===== config.mk =====
export PLATFORM = sky130hd
export DESIGN_NAME = keypad_scan
export DESIGN_NICKNAME = d
export VERILOG_FILES = /design/src/rtl/keypad_pkg.sv /design/src/rtl/col_sync.sv /design/src/rtl/keypad_scan.sv
export SDC_FILE = /design/constraint.sdc
export NUM_CORES = 1
export LEC_CHECK = 0
export ABC_AREA = 1
export CAP_MARGIN = 40
export CORE_ASPECT_RATIO = 0.5
export CORE_MARGIN = 8
export CORE_UTILIZATION = 49
export CTS_BUF_LIST = sky130_fd_sc_hd__clkbuf_4 sky130_fd_sc_hd__clkbuf_8 sky130_fd_sc_hd__clkbuf_16
export CTS_CLUSTER_DIAMETER = 80
export DETAILED_ROUTE_END_ITERATION = 10
export GPL_TIMING_DRIVEN = 0
export PLACE_DENSITY = 0.72
export SETUP_SLACK_MARGIN = 0.4
export SYNTH_ARGS = -nofsm -noshare
export SYNTH_HDL_FRONTEND = slang
export SYNTH_SLANG_ARGS = --single-unit

===== constraint.sdc =====
create_clock -name clk_1khz -period 3.4 [get_ports clk_1khz]
set_clock_uncertainty 0.2 [all_clocks]
set_input_delay 0.34 -clock clk_1khz [delete_from_list [all_inputs] [get_ports clk_1khz]]
set_output_delay 0.34 -clock clk_1khz [all_outputs]
set_load 0.02 [all_outputs]

===== src/rtl/keypad_pkg.sv =====
// Shared definitions for the 4x4 matrix keypad scanner.
//   - FSM state encoding for the press/release debouncer
//   - scan geometry (rows, columns, phases per row, sampling phase)
//   - per-scan result type (NONE / SINGLE with key code)
//   - helpers that inspect one row's active-low column sample
package keypad_pkg;

  localparam int ROWS   = 4;
  localparam int COLS   = 4;
  localparam int PHASES = 4;
  localparam logic [1:0] SAMPLE_PHASE = 2'd3;

  typedef enum logic [1:0] {
    ST_IDLE     = 2'd0,
    ST_DEBOUNCE = 2'd1,
    ST_PRESSED  = 2'd2,
    ST_RELEASE  = 2'd3
  } state_t;

  typedef enum logic {
    SCAN_NONE   = 1'b0,
    SCAN_SINGLE = 1'b1
  } scan_kind_t;

  typedef struct packed {
    scan_kind_t kind;
    logic [3:0] code;
  } scan_result_t;

  // Number of active-low (pressed) columns in one row sample.
  function automatic logic [2:0] count_lows(input logic [3:0] cols);
    logic [2:0] n;
    n = 3'd0;
    for (int i = 0; i < COLS; i++) begin
      if (!cols[i]) n = n + 3'd1;
    end
    return n;
  endfunction

  // Index of the lowest-numbered low column; only meaningful when one is low.
  function automatic logic [1:0] first_low(input logic [3:0] cols);
    logic [1:0] idx;
    idx = 2'd0;
    for (int i = COLS - 1; i >= 0; i--) begin
      if (!cols[i]) idx = 2'(i);
    end
    return idx;
  endfunction

endpackage


===== src/rtl/col_sync.sv =====
// Two-flop synchronizer for the keypad column inputs.
//   clk_1khz : scan clock
//   rst      : synchronous active-high reset, flops go to 4'hF (no key)
//   col_in   : raw active-low columns, asynchronous to clk_1khz
//   cols     : synchronized columns, two cycles behind col_in
module col_sync (
  input  logic       clk_1khz,
  input  logic       rst,
  input  logic [3:0] col_in,
  output logic [3:0] cols
);

  logic [3:0] meta_q;

  // NOTE: sequential state uses non-blocking assignments so every flop
  // samples the pre-edge value; blocking here would collapse the two stages.
  always_ff @(posedge clk_1khz) begin
    if (rst) begin
      meta_q <= 4'hF;
      cols   <= 4'hF;
    end else begin
      meta_q <= col_in;
      cols   <= meta_q;
    end
  end

endmodule


===== src/rtl/keypad_scan.sv =====
// 4x4 active-low matrix keypad scanner with debounce and a 6-digit history.
//   clk_1khz  : 1 kHz scan clock
//   rst       : synchronous active-high reset
//   col_in    : keypad columns, active-low, asynchronous
//   clr       : synchronous clear of the digit history
//   row_out   : active-low one-hot row drive, 4 cycles per row
//   key_code  : last accepted key (row*4 + col), held until the next accept
//   key_valid : one-cycle pulse on press acceptance
//   key_down  : high from press acceptance until release acceptance
//   digits    : last six accepted codes, newest in [3:0]
module keypad_scan
  import keypad_pkg::*;
#(
  parameter int DEBOUNCE_SCANS = 4
) (
  input  logic        clk_1khz,
  input  logic        rst,
  input  logic [3:0]  col_in,
  input  logic        clr,
  output logic [3:0]  row_out,
  output logic [3:0]  key_code,
  output logic        key_valid,
  output logic        key_down,
  output logic [23:0] digits
);

  localparam logic [3:0] DB = 4'(DEBOUNCE_SCANS);

  logic [3:0] col_s;

  col_sync u_col_sync (
    .clk_1khz (clk_1khz),
    .rst      (rst),
    .col_in   (col_in),
    .cols     (col_s)
  );

  // ---------------------------------------------------------------- scan timing
  logic [1:0] row_q;
  logic [1:0] phase_q;
  logic       sample;
  logic       scan_end;

  always_ff @(posedge clk_1khz) begin
    if (rst) begin
      row_q   <= 2'd0;
      phase_q <= 2'd0;
    end else begin
      phase_q <= phase_q + 2'd1;
      if (phase_q == 2'(PHASES - 1)) row_q <= row_q + 2'd1;
    end
  end

  assign row_out  = ~(4'b0001 << row_q);
  assign sample   = (phase_q == SAMPLE_PHASE);
  assign scan_end = sample && (row_q == 2'(ROWS - 1));

  // ------------------------------------------------------- scan accumulation
  // acc_lows saturates at 2: anything beyond one low key is already "NONE".
  logic [1:0]   acc_lows;
  logic [3:0]   acc_code;
  logic [2:0]   row_lows;
  logic [2:0]   sum_lows;
  logic [1:0]   total_lows;
  logic [3:0]   merged_code;
  scan_result_t scan_res;

  // NOTE: every signal written in a combinational block gets a default first,
  // otherwise an uncovered path infers a latch.
  always_comb begin
    row_lows    = count_lows(col_s);
    sum_lows    = {1'b0, acc_lows} + row_lows;
    total_lows  = (sum_lows >= 3'd2) ? 2'd2 : sum_lows[1:0];
    merged_code = acc_code;
    if (acc_lows == 2'd0 && row_lows == 3'd1) merged_code = {row_q, first_low(col_s)};
    scan_res.kind = (total_lows == 2'd1) ? SCAN_SINGLE : SCAN_NONE;
    scan_res.code = merged_code;
  end

  always_ff @(posedge clk_1khz) begin
    if (rst) begin
      acc_lows <= 2'd0;
      acc_code <= 4'd0;
    end else if (sample) begin
      if (scan_end) begin
        acc_lows <= 2'd0;
        acc_code <= 4'd0;
      end else begin
        acc_lows <= total_lows;
        acc_code <= merged_code;
      end
    end
  end

  // ------------------------------------------------------------ debounce FSM
  state_t     state_q, state_d;
  logic [3:0] cnt_q, cnt_d;
  logic [3:0] cand_q, cand_d;
  logic       accept;

  always_ff @(posedge clk_1khz) begin
    if (rst) begin
      state_q <= ST_IDLE;
      cnt_q   <= 4'd0;
      cand_q  <= 4'd0;
    end else begin
      state_q <= state_d;
      cnt_q   <= cnt_d;
      cand_q  <= cand_d;
    end
  end

  always_comb begin
    state_d = state_q;
    cnt_d   = cnt_q;
    cand_d  = cand_q;
    accept  = 1'b0;
    if (scan_end) begin
      unique case (state_q)
        ST_IDLE: begin
          if (scan_res.kind == SCAN_SINGLE) begin
            cand_d = scan_res.code;
            if (DB == 4'd1) begin
              accept  = 1'b1;
              cnt_d   = 4'd0;
              state_d = ST_PRESSED;
            end else begin
              cnt_d   = 4'd1;
              state_d = ST_DEBOUNCE;
            end
          end
        end
        ST_DEBOUNCE: begin
          if (scan_res.kind == SCAN_NONE) begin
            cnt_d   = 4'd0;
            state_d = ST_IDLE;
          end else if (scan_res.code != cand_q) begin
            cand_d = scan_res.code;
            cnt_d  = 4'd1;
          end else if (cnt_q + 4'd1 == DB) begin
            accept  = 1'b1;
            cnt_d   = 4'd0;
            state_d = ST_PRESSED;
          end else begin
            cnt_d = cnt_q + 4'd1;
          end
        end
        ST_PRESSED: begin
          if (scan_res.kind == SCAN_NONE) begin
            if (DB == 4'd1) begin
              cnt_d   = 4'd0;
              state_d = ST_IDLE;
            end else begin
              cnt_d   = 4'd1;
              state_d = ST_RELEASE;
            end
          end
        end
        ST_RELEASE: begin
          if (scan_res.kind == SCAN_SINGLE) begin
            cnt_d   = 4'd0;
            state_d = ST_PRESSED;
          end else if (cnt_q + 4'd1 == DB) begin
            cnt_d   = 4'd0;
            state_d = ST_IDLE;
          end else begin
            cnt_d = cnt_q + 4'd1;
          end
        end
        default: state_d = ST_IDLE;
      endcase
    end
  end

  // Held level follows the FSM directly: down while pressed or releasing.
  always_comb begin
    key_down = (state_q == ST_PRESSED) || (state_q == ST_RELEASE);
  end

  // ------------------------------------------------------ event and history
  always_ff @(posedge clk_1khz) begin
    if (rst) begin
      key_code  <= 4'd0;
      key_valid <= 1'b0;
      digits    <= 24'h0;
    end else begin
      key_valid <= accept;
      if (accept) begin
        key_code <= cand_d;
        // A clear in the same cycle as an accept keeps only the new code.
        digits   <= clr ? {20'h0, cand_d} : {digits[19:0], cand_d};
      end else if (clr) begin
        digits <= 24'h0;
      end
    end
  end

endmodule


* After elaboration in Yosys (flattened, before gate mapping)
Cells that the tools add are included.
W data, S select, Z words.
** Operators by class
- Order comparisons :: 1
- Reductions and logical operators :: 8
- $mul :: 0
- Shift-type cells :: 1
- Multiplexer cells :: 41
- Div/mod/pow operators :: 0
- Add/sub/neg operators :: 7
- Bitwise logic cells :: 1
- Equality and inequality tests :: 14
** Operators by type and width (count)
- $mux W24 :: 3
- $mux W4 :: 12
- $mux W2 :: 13
- $pmux W4 S4 :: 1
- $add A3 B1 Y3 const B :: 3
- $mux W3 :: 3
- $ne A3 B3 Y1 const B :: 3
- $eq A2 B2 Y1 const B :: 4
- $pmux W2 S4 :: 1
- $pmux W4 S2 :: 1
- $mux W1 :: 7
- $reduce_and A6 Y1 :: 1
- $add A2 B1 Y2 const B :: 2
- $add A4 B1 Y4 const B :: 1
- $eq A2 B1 Y1 const B :: 2
- $eq A4 B3 Y1 const B :: 1
- $logic_not A2 Y1 :: 2
- $ne A2 B2 Y1 const B :: 2
- $ne A4 B4 Y1 :: 1
- $not A4 Y4 :: 1
- $shl A1 B2 Y4 const A :: 1
- $add A2 B3 Y3 :: 1
- $eq A3 B1 Y1 const B :: 1
- $ge A3 B2 Y1 const B :: 1
- other kinds (4) :: 5
** Word-level totals
- Output and inout port bits :: 34
- Word-level logic and storage cells :: 85
- Latch bits :: 0
- Input bits :: 7
- Register bits after elaboration :: 57
- Memories kept :: 0
- Memory bits (writable) :: 0
- ROM bits :: 0

* Logic depth before layout (Yosys ltp)
Gate-level depths: netlist of the first run.
- Depth in word-level cells :: 17
- Mapped depth :: 22
- Mapped depth without buffers :: 21

* Hierarchy
From an unflattened synthesis of the first run, not the netlist that was laid out.
** Unflattened totals
- Cell total of the unflattened synthesis :: 383
- Area, all modules :: 2756.4 um^2
** Modules (own cells, without submodules)
- keypad_scan :: instances 1, sequential area each 980.9 um^2, area each 2532.4 um^2, cells an instance 358
- col_sync :: instances 1, sequential area each 160.2 um^2, area each 224.0 um^2, cells an instance 25

* Worst setup path before layout of the first run
Ideal clock, no wire load.
- Path kind :: flip-flop to flip-flop
- From :: reg u_col_sync.cols[1]
- To :: reg digits[16]
- Setup slack :: 0.139 ns
- Library setup time :: 0.117 ns
- Required time :: 3.083 ns
- Path buffers :: 1
- Period minus slack after synthesis :: 3.261 ns
- Data arrival time :: 2.944 ns
- Cell stages (with the launch flop) :: 20
- Cell sequence :: dfxtp_1 -> inv_1 -> ha_1 -> inv_1 -> nand2_1 -> nand2_1 -> ha_1 -> nand2_1 -> nand2_2 -> fa_1 -> nand3b_1 -> nand2_2 -> nand3_4 -> inv_2 -> nand2_2 -> nor3_4 -> nand3_4 -> buf_2 -> nand2_1 -> a21boi_1
** Between the ends
- Word-level cells in the longest chain between the ends :: 14
- Elaborated cells between the ends (all ways) :: 22
- Those cells by class :: 3 x add/sub; 1 x order compare; 3 x eq/ne; 13 x mux; 2 x reduce/logical
** Ends and longest elaborated chain
- from (decl) :: line col_sync.sv:10 : output logic [3:0] cols
- from (signal assigned) :: line col_sync.sv:23 : cols <= meta_q;
- $mux W3 :: line keypad_pkg.sv:35 : if (!cols[i]) n = n + 3'd1;
- $add A3 B1 Y3 :: line keypad_pkg.sv:35
- $mux W3 :: line keypad_pkg.sv:35
- $add A3 B1 Y3 :: line keypad_pkg.sv:35
- $mux W3 :: line keypad_pkg.sv:35
- $add A2 B3 Y3 / $eq A3 B1 Y1 (equally long branches) :: line keypad_scan.sv:72, keypad_scan.sv:75
- $ge A3 B2 Y1 / $logic_and A1 B1 Y1 (equally long branches) :: line keypad_scan.sv:73, keypad_scan.sv:75
- $mux W2 / $mux W4 (equally long branches) :: line keypad_scan.sv:73, keypad_scan.sv:75
- $eq A2 B1 Y1 / $ne A4 B4 Y1 (equally long branches) :: line keypad_scan.sv:76, keypad_scan.sv:137
- $mux W1 (on tied branches) :: line keypad_scan.sv:76, keypad_scan.sv:137
- $mux W1 (*) :: line keypad_scan.sv:134 : if (scan_res.kind == SCAN_NONE) begin
- $mux W1 (*) :: line keypad_scan.sv:119 : unique case (state_q)
- $mux W1 (*) :: line keypad_scan.sv:118 : if (scan_end) begin
- $mux W24 / $reduce_bool A2 Y1 (equally long branches)
- to (signal assigned) :: line keypad_scan.sv:191 : digits <= clr ? {20'h0, cand_d} : {digits[19:0], cand_d};
- to (decl) :: line keypad_scan.sv:24 : output logic [23:0] digits
Mark *: on every way between the ends. The rest lies on a longest branch, timed or not.
A chain may end at the register's enable or synchronous reset.

* Worst setup path in the final report of the first run
- From :: reg u_col_sync.cols[0]
- To :: reg digits[11]
** Between the ends
- Word-level cells in the longest chain between the ends :: 16
- Elaborated cells between the ends (all ways) :: 23
- Those cells by class :: 4 x add/sub; 1 x order compare; 3 x eq/ne; 13 x mux; 2 x reduce/logical
** Ends and longest elaborated chain (line)
- $mux W1 :: keypad_pkg.sv:35
- $add A3 B1 Y3 :: keypad_pkg.sv:35
- $mux W3 :: keypad_pkg.sv:35
- $add A3 B1 Y3 :: keypad_pkg.sv:35
- $mux W3 :: keypad_pkg.sv:35
- $add A3 B1 Y3 :: keypad_pkg.sv:35
- $mux W3 :: keypad_pkg.sv:35
- $add A2 B3 Y3 / $eq A3 B1 Y1 (equally long branches) :: keypad_scan.sv:72, keypad_scan.sv:75
- $ge A3 B2 Y1 / $logic_and A1 B1 Y1 (equally long branches) :: keypad_scan.sv:73, keypad_scan.sv:75
- $mux W2 / $mux W4 (equally long branches) :: keypad_scan.sv:73, keypad_scan.sv:75
- $eq A2 B1 Y1 / $ne A4 B4 Y1 (equally long branches) :: keypad_scan.sv:76, keypad_scan.sv:137
- $mux W1 (on tied branches) :: keypad_scan.sv:76, keypad_scan.sv:137
- $mux W1 (*) :: keypad_scan.sv:134
- $mux W1 (*) :: keypad_scan.sv:119
- $mux W1 (*) :: keypad_scan.sv:118
- $mux W24 / $reduce_bool A2 Y1 (equally long branches)
Marked as above.

==> run summary, run 1 <==
The sequential cells in the finished layout cover a total of 1144 sq um. Setup repair after global routing could not meet its margin everywhere. The core box area came out at 5587 sq um. The mux contribution to synthesized area came out at 0. Sorting the synthesized cells by area gives the leading types as dfxtp_1 39%, nand2_1 12%, nand3_1 8.6%.

The remaining antenna violation count after routing came out at 0. The total routing usage reported by global routing came out at 0.1734. In the finished design, the share of the clock period the worst path needs comes to 0.9611. The category of the worst setup path capture point is a flip-flop.

The required time of the critical path is 3.46 ns. The number of cells traversed by the worst register-to-register path came out at 20. The tree is rooted in a clkbuf_16.

The global-route wire length before repair came out at 12430 microns. The mean post-synth cell area came out at 7.856 sq um. The number of library cell types mapped by synthesis is 34. The worst-case hold slack came out at 0.2044 ns. The count of cells in the finished layout, fillers not included, comes to 529. The mapped netlist covers 2899 sq um. On the worst path, the slowest cell contributes a delay of around 0.34 ns. The warning count from the yosys run is 0. The final design instance area without fill came out at around 4300 sq um.

The compound-gate portion of the synthesized area is 0.1178. The run finished with clean final reports. The post-synthesis cell count came out at 369. The clock tree synthesis step divided the H-tree into 3 levels. The layout cell share with drive strength beyond 1 came out at 0.3421. The post-detailed-route via-to-cell ratio is around 5.3. STA classifies the critical path startpoint as a flip-flop.

The initial antenna violation count is 0. Entering global routing, the biggest net connects 11 pins. Detailed placement ended at an HPWL of 5172 microns. The die extent in x came out at about 120 microns. The maximum ir drop on the vdd rail is 0.4589 mV. The total number of placement rows came out at 19. Setup violations remaining at the end of the flow were counted as 0. The final route contains roughly 2800 vias. The dominant combinational cell family by area after synthesis is simple AND/OR/NAND/NOR gates. The depth of the worst hold-timing path came out at 1.

Summed over all instances, the cell type with the most area after synthesis is dfxtp_1. The count of TritonRoute iterations in the first routing pass is 4. For this design the ratio of total power to cell area is 433.4 nW/um^2. The DRC violation total after the first TritonRoute iteration is 157. The I/O pin total is between 40 and 50. The most used flip-flop cell after synthesis is dfxtp_1. The max capacitance violation total came out at 0. The TritonCTS clock tree is built. Along the worst path, the maximum fanout reaches 5. The worst hold path begins at u_col_sync.meta_q[3]. For this run, design rule violations remaining after detail routing come to 0. Summing all multi-input logic gate instances after layout gives 1774 sq um.

The share of synthesized area occupied by flip-flops and latches is 0.3936. The final max-slew violation count came out at 0. The post-synthesis adder-cell area fraction is 0.05438.

The number of fill cells in the layout is 371. The clock latency at the later pin of the worst-skew pair is about 0.34 ns. Compared with the post-synthesis result, the final layout area differs by 49.42%. The number of flops mapped to enable cells by yosys is 0. The total of hold buffers inserted after clock tree synthesis is 0. The relative slew slack came out at 0.5708. The slowest stage of the critical path is the dfxtp_2 cell. In the final routed layout, each cell accounts on average for between 10 and 15 microns. The post-synthesis sequential element count came out at 57. The data arrival at the endpoint of the critical path is 3.33 ns. For this run, asynchronously set or reset flops after synthesis account for 0. The final period demand of the worst path is 3.268 ns. The count of endpoints failing hold in the final timing report is 0. In this run, placement finished with an instance count of 482. Walking the worst path, the cells encountered are inv_2, ha_4, inv_2, nand2_2, nand2_1, ha_1, nand2_1, nand2_2, fa_2, nand3b_1, nand2_2, nand3_4, inv_4, nand2_4, nor3_4, buf_4, buf_6, buf_6, nand3_2, a21boi_2. The area fraction in and, or, nand and nor cells after synthesis is 0.3453. The leakage power of the design is 1.725 nW.

The tightest min-delay check is of the flip-flop to flip-flop type. The total routed wirelength came out at between 7000 and 8000 microns. The cell family contributing the most delay on the critical path is simple AND/OR/NAND/NOR gates. The total cell area at the placement stage is 3447 sq um.

The endpoint identified for the worst register-to-register timing path is digits[11]. The number of antenna cells inserted came out at 0. By instance count, the cell type seen most on the critical path is nand2_2. The worst register-to-register path begins at u_col_sync.cols[0]. Counting every net in the synthesized netlist gives between 300 and 400. The die is 70.39 microns tall.

The number of buffer cells added on primary ports came out at 40. The number of buffers and inverters on the critical path is 6. Across all register-to-register paths, the minimum setup slack is 0.13 ns. After the last flow step, the layout net total stands at 470. After clock tree synthesis, the clock-pin slew on the worst setup and hold paths is 0.05 ns. Summed over all layers, the global routing overflow is 0.

Counting every sink on the clock net gives 57. The xor/xnor cell area share of the yosys netlist came out at 0.006042. The area share of the largest cell type after synthesis came out at 0.3936. The floorplan die area is 8783 sq um. The number of buffers created by CTS is 9. The design draws 1.877 mW. The initial utilization of the core area, before any placement, comes to 0.5189. For hold timing, the worst endpoint is u_col_sync.cols[3]. The accumulated negative setup slack came out at 0 ns.

At the end of routability-driven placement, the weighted congestion stood at around 0.87. The number of global-route vias before repair came out at ~2700. The critical path is of the flip-flop to flip-flop type. The deepest clock path buffer count is 2. Derived from the worst setup path, the maximum achievable clock frequency is roughly 0.31 GHz. The measured slew at the worst slew-check pin came out at 0.6438 ns.
per-layer routing:
metal	vias up	share of wire	routed length [microns]	global-route usage
li1	1370	-	-	-
met1	1341	0.42	3352	0.1856
met2	66	0.51	4021	0.3007
met3	16	0.050	397	0.08584
met4	0	0.018	142	0.04371
met5	-	0	0	0
power by group:
part / total, mW / switching (mW) / internal (mW)
clock: 0.928 / 0.304 / 0.623
combinational: 0.265 / 0.146 / 0.119
sequential: 0.684 / 0.00592 / 0.678
through the flow:
stage / setup WS (ns) / util
after global placement: 0.07705 / 0.6170
after CTS: 0.2222 / 0.7178
final: 0.1324 / 0.7754
after global routing: -0.03129 / 0.7754
after detailed placement: -0.05519 / 0.6170
after floorplan: 0.3179 / -
kinds of logic after synthesis:
logic type | count (synthesis)
DFF | 57
buffers and inverters | 51
AOI/OAI and AO/OA | 54
and+or+nand+nor | 193
xor gates and xnor gates | 2
adders and majority gates | 12
cell usage after synthesis (4+ instances only):
cell / count
inv_2: 5
nand3_1: 50
a21boi_1: 16
or2_2: 9
nand2_2: 10
nor2_1: 15
clkbuf_1: 6
a21boi_0: 4
dfxtp_1: 57
nand3_4: 6
inv_1: 32
ha_1: 11
nand2_1: 89
a21oi_2: 5
o21ai_0: 6
a21oi_1: 22
sequential cells by signal (all words and copies together) (netlist names), named ones only:
name / count
row_q: 2
cnt_q: 4
state_q: 1
key_valid: 1
acc_lows: 2
key_code: 4
phase_q: 2
cand_q: 4
u_col_sync.meta_q: 4
digits: 24
u_col_sync.cols: 4
acc_code: 4
layout make-up:
type	instances	share of cell area
Buffer	13	0.02860
Clock buffer	12	0.06153
Clock inverter	4	0.01155
Inverter	38	0.03697
Multi-Input combinational cell	261	0.4096
Sequential cell	57	0.2640
Tap cell	73	0.02109
Timing Repair Buffer	71	0.1667
worst register-to-register path, stage by stage (launching register included):
cell and delay (ns):
dfxtp_2 0.34, inv_2 0.06, ha_4 0.29, inv_2 0.04, nand2_2 0.05, nand2_1 0.05, ha_1 0.26, nand2_1 0.07
nand2_2 0.07, fa_2 0.34, nand3b_1 0.18, nand2_2 0.10, nand3_4 0.09, inv_4 0.08, nand2_4 0.06, nor3_4 0.26
buf_4 0.17, buf_6 0.11, buf_6 0.12, nand3_2 0.09, a21boi_2 0.17
worst max-delay path by stage:
| stage | start | endpoint | slack, ns | cells past startpoint |
|---|---|---|---|---|
| after CTS | u_col_sync.cols[1] | digits[13] | 0.22 | 20 |
| final | u_col_sync.cols[0] | digits[11] | 0.13 | 20 |
| after global routing | u_col_sync.cols[0] | digits[11] | -0.03 | 20 |
| after global placement | u_col_sync.cols[1] | key_code[2] | 0.08 | 19 |
| after detailed placement | u_col_sync.cols[1] | key_code[2] | -0.06 | 19 |
| after floorplan | u_col_sync.cols[1] | digits[0] | 0.32 | 19 |
cell usage in the layout (no fill, tap or decap), drive strengths merged, types with 6 or more instances in the layout:
cell / Yosys / routed
clkbuf: 6 / 19
a21oi: 27 / 27
nand2: 101 / 101
o21ai: 6 / 6
dfxtp: 57 / 57
or2: 9 / 9
ha: 11 / 11
clkdlybuf4s50: 0 / 40
nor2: 18 / 18
nand3: 59 / 59
a21boi: 20 / 20
inv: 38 / 37
buf: 7 / 36
what timing repair did:
| item | CTS | global route |
|---|---|---|
| setup endpoints to repair | 32 | 39 |
| cloned | 2 | 1 |
| setup buffers | 14 | 14 |
| resized for setup | 26 | 54 |
| pin swaps | 18 | 31 |
(Power assumes the default switching activity.)
==> run 2, diff against run 1 <==
--- a/config.mk
+++ b/config.mk
@@ -16,6 +16,7 @@
 export GPL_TIMING_DRIVEN = 0
 export PLACE_DENSITY = 0.72
 export SETUP_SLACK_MARGIN = 0.4
+export SLEW_MARGIN = 10
 export SYNTH_ARGS = -nofsm -noshare
 export SYNTH_HDL_FRONTEND = slang
 export SYNTH_SLANG_ARGS = --single-unit
==> results of run 2 <==
The final DEF is identical to that of run 1; final timing and power are the same.
==> run 3, diff against run 2 <==
--- a/config.mk
+++ b/config.mk
@@ -9,12 +9,12 @@
 export CAP_MARGIN = 40
 export CORE_ASPECT_RATIO = 0.5
 export CORE_MARGIN = 8
-export CORE_UTILIZATION = 49
+export CORE_UTILIZATION = 45
 export CTS_BUF_LIST = sky130_fd_sc_hd__clkbuf_4 sky130_fd_sc_hd__clkbuf_8 sky130_fd_sc_hd__clkbuf_16
 export CTS_CLUSTER_DIAMETER = 80
 export DETAILED_ROUTE_END_ITERATION = 10
 export GPL_TIMING_DRIVEN = 0
-export PLACE_DENSITY = 0.72
+export PLACE_DENSITY = 0.66
 export SETUP_SLACK_MARGIN = 0.4
 export SLEW_MARGIN = 10
 export SYNTH_ARGS = -nofsm -noshare
==> run summary, run 3 (synthesized netlist as in run 1, its figures left out) <==
The run finished with clean final reports. The non-filler instance count after layout is 533 (+0.76%). The category of the worst setup path capture point is a flip-flop. The peak fanout along the critical path is 8 (+3). The number of cells traversed by the worst register-to-register path came out at 20 (unchanged). The TritonCTS clock tree is built.

The power consumption is 1.745 mW (-7.1%). The remaining antenna violation count after routing was 0 (unchanged). The clock latency at the later pin of the worst-skew pair is 0.33 ns (about the same). Setup repair after global routing could not meet its margin everywhere. The DRC violation total after the first TritonRoute iteration came out at 145 (-7.6%). The worst setup slack after placement came out at -0.02687 ns (+0.02833 ns).

The total routed wirelength came out at 7273 microns (-8.1%). The class of the most critical hold timing path is flip-flop to flip-flop. The global-route wire length before repair came to 11830 microns (-4.8%).

The final cycle utilization of the critical path came out at 0.9518 (-0.009286). The total routing usage reported by global routing is 0.1580 (-0.01547). The I/O pin total came to 41 (unchanged). The total number of placement rows is 20 (+1). The core box area is 6156 sq um (+10%). The relative slew slack is 0.5768 (+0.005997). Ranked by flip-flop count, first place goes to digits. The number of buffers created by CTS is 9 (unchanged).

The count of placed standard cells including taps is 497 (+3.1%). The half-perimeter wire length after placement came to 5116 microns (-1.1%). The class of the most critical setup path is flip-flop to flip-flop.

The max capacitance violation total was 0 (unchanged). The number of flip-flops in the largest register is 24 (unchanged). The depth of the worst hold-timing path came out at 1 (unchanged). The die extent in x is 129.5 microns (+3.8%). The number of H-tree branching levels came out at 3 (unchanged). The buffer type at the clock tree root is clkbuf_16. The highest attainable clock frequency is 0.3090 GHz (+0.98%). The measured slew at the worst slew-check pin came out at 0.6348 ns (-0.008996 ns).

The number of antenna cells inserted came to 0 (unchanged). The most critical setup path has its endpoint at digits[18]. The leakage power of the design is 1.654 nW (-4.2%). The pin count of the biggest net entering global routing came out at 11 (unchanged). The layout cell share with drive strength beyond 1 came to 0.3146 (-0.02750). The count of endpoints failing hold in the final timing report is 0 (unchanged). The post-detailed-route via-to-cell ratio came out at 4.985 (-5.6%).

The final estimated routing congestion in global placement came to 0.8498 (-1.8%). The worst setup path is launched from a flip-flop. The total of hold buffers inserted after clock tree synthesis came to 0 (unchanged). The final period demand of the worst path is 3.236 ns (-0.03157 ns). The final critical-path setup slack is 0.1640 ns (+0.03157 ns).

The endpoint identified for the worst register-to-register timing path is digits[18]. The worst reg-to-reg setup slack is 0.16 ns (+0.03 ns). The die outline height was 72.76 microns (+3.4%). The total of endpoints with negative setup slack in the final report is 0 (unchanged). The initial antenna violation count came to 0 (unchanged). The final design instance area without fill came out at 4185 sq um (-3.4%). The number of buffer cells added on primary ports was 40 (unchanged).

The total cell area at the placement stage was 3466 sq um (+0.54%). Relative to the synthesized area, the layout overhead comes to 44.37%. The clock-pin slew reported for the worst setup and hold paths after clock tree synthesis came out at 0.05 ns (about the same). The floorplan die area came out at 9423 sq um (+7.3%). The number of global-route vias before repair is 2564 (-4.8%).

The count of nets after finishing came out at 460 (-2.1%). The deepest clock path buffer count was 2 (unchanged). The final max-slew violation count came to 0 (unchanged). The DRC violation count after routing is 0 (unchanged).

The required time of the critical path came out at 3.42 ns (-0.04 ns). Leaving out fill and tap cells, the most frequent cell in the layout is nand2_1. The top cell types in the final layout, fill and taps aside, are 70 x nand2_1, 55 x dfxtp_1, 41 x nand3_1, 40 x clkdlybuf4s50_1, 27 x inv_1. The starting density of the core came out at 0.4709 (-0.04799).

The launch point of the worst path is u_col_sync.cols[1]. The maximum ir drop on the vdd rail is 0.3221 mV (-30%). The total power per unit cell area is 416.8 nW/um^2 (-3.8%). The post-layout utilization of the core is 0.6799 (-0.09549). The count of TritonRoute iterations in the first routing pass came to 4 (unchanged). In this run the critical register-to-register path is launched from u_col_sync.cols[1]. The total global routing overflow came out at 0 (unchanged). The via count came to 2657 (-4.9%). The count of clock tree sinks came out at 57 (unchanged). The per-cell routed wire length was 13.65 microns (-8.8%). The data arrival at the endpoint of the critical path is 3.25 ns (-0.08 ns).
run 3: changes by cell type in the layout (fill, tap and decap cells not counted), sizes merged:
cell and change:
buf -10, bufinv -1, clkbuf +1, clkinv -1, clkinvlp -1, inv +1
run 3: worst max-delay path, cell delays in order, from the launching register on:
cell,delay (ns)
dfxtp_4,0.37
inv_4,0.04
ha_4,0.28
inv_2,0.04
nand2_2,0.06
nand2_2,0.07
ha_4,0.25
nand2_4,0.07
nand2_4,0.06
fa_2,0.35
nand3b_1,0.18
nand2_2,0.11
nand3_4,0.10
inv_4,0.08
nand2_4,0.05
nor3_4,0.23
nand3_4,0.14
buf_12,0.17
clkbuf_16,0.15
nand2_2,0.06
a21boi_2,0.05
run 3: power by group:
group,internal [mW],total [mW],switching (mW)
clock network,0.554,0.844,0.291
registers,0.678,0.684,0.00576
logic,0.0879,0.217,0.129
run 3: through the flow:
step                      hold slack, ns  setup TNS [ns]
after global placement            0.1924               0
after global routing              0.2185               0
after floorplan                   0.1894               0
after detailed placement          0.1976         -0.1967
final                             0.2058               0
after CTS                         0.2091               0
run 3: worst min path at each step:
stage                               startpoint                  to  slack [ns]
after floorplan           u_col_sync.meta_q[0]  u_col_sync.cols[0]        0.19
after global placement    u_col_sync.meta_q[1]  u_col_sync.cols[1]        0.19
after detailed placement  u_col_sync.meta_q[1]  u_col_sync.cols[1]        0.20
after CTS                 u_col_sync.meta_q[3]  u_col_sync.cols[3]        0.21
after global routing      u_col_sync.meta_q[0]  u_col_sync.cols[0]        0.22
final                     u_col_sync.meta_q[3]  u_col_sync.cols[3]        0.21
run 3: routing by layer:
metal / track usage / vias to the layer above / wire length, microns
li1: - / 1349 / -
met1: 0.1768 / 1239 / 3206
met3: 0.05758 / 4 / 420
met5: 0 / - / 0
met4: 0.03954 / 0 / 23
met2: 0.2804 / 65 / 3623
run 3: cell type report:
class	instances	area [sq um]
repair buffers	61	643.1
fillers	508	1971
plain buffers	13	118.9
multi-input cells	261	1723
clock buffers	13	274.0
clock inverters	2	12.51
flip-flops and latches	57	1146
inverters	38	157.7
well taps	88	110.1
run 3: what timing repair did:
item,in CTS,in global routing
pin swaps,11,17
setup endpoints to repair,32,39
cloned,2,1
gates resized for setup,27,41
setup buffers,15,3
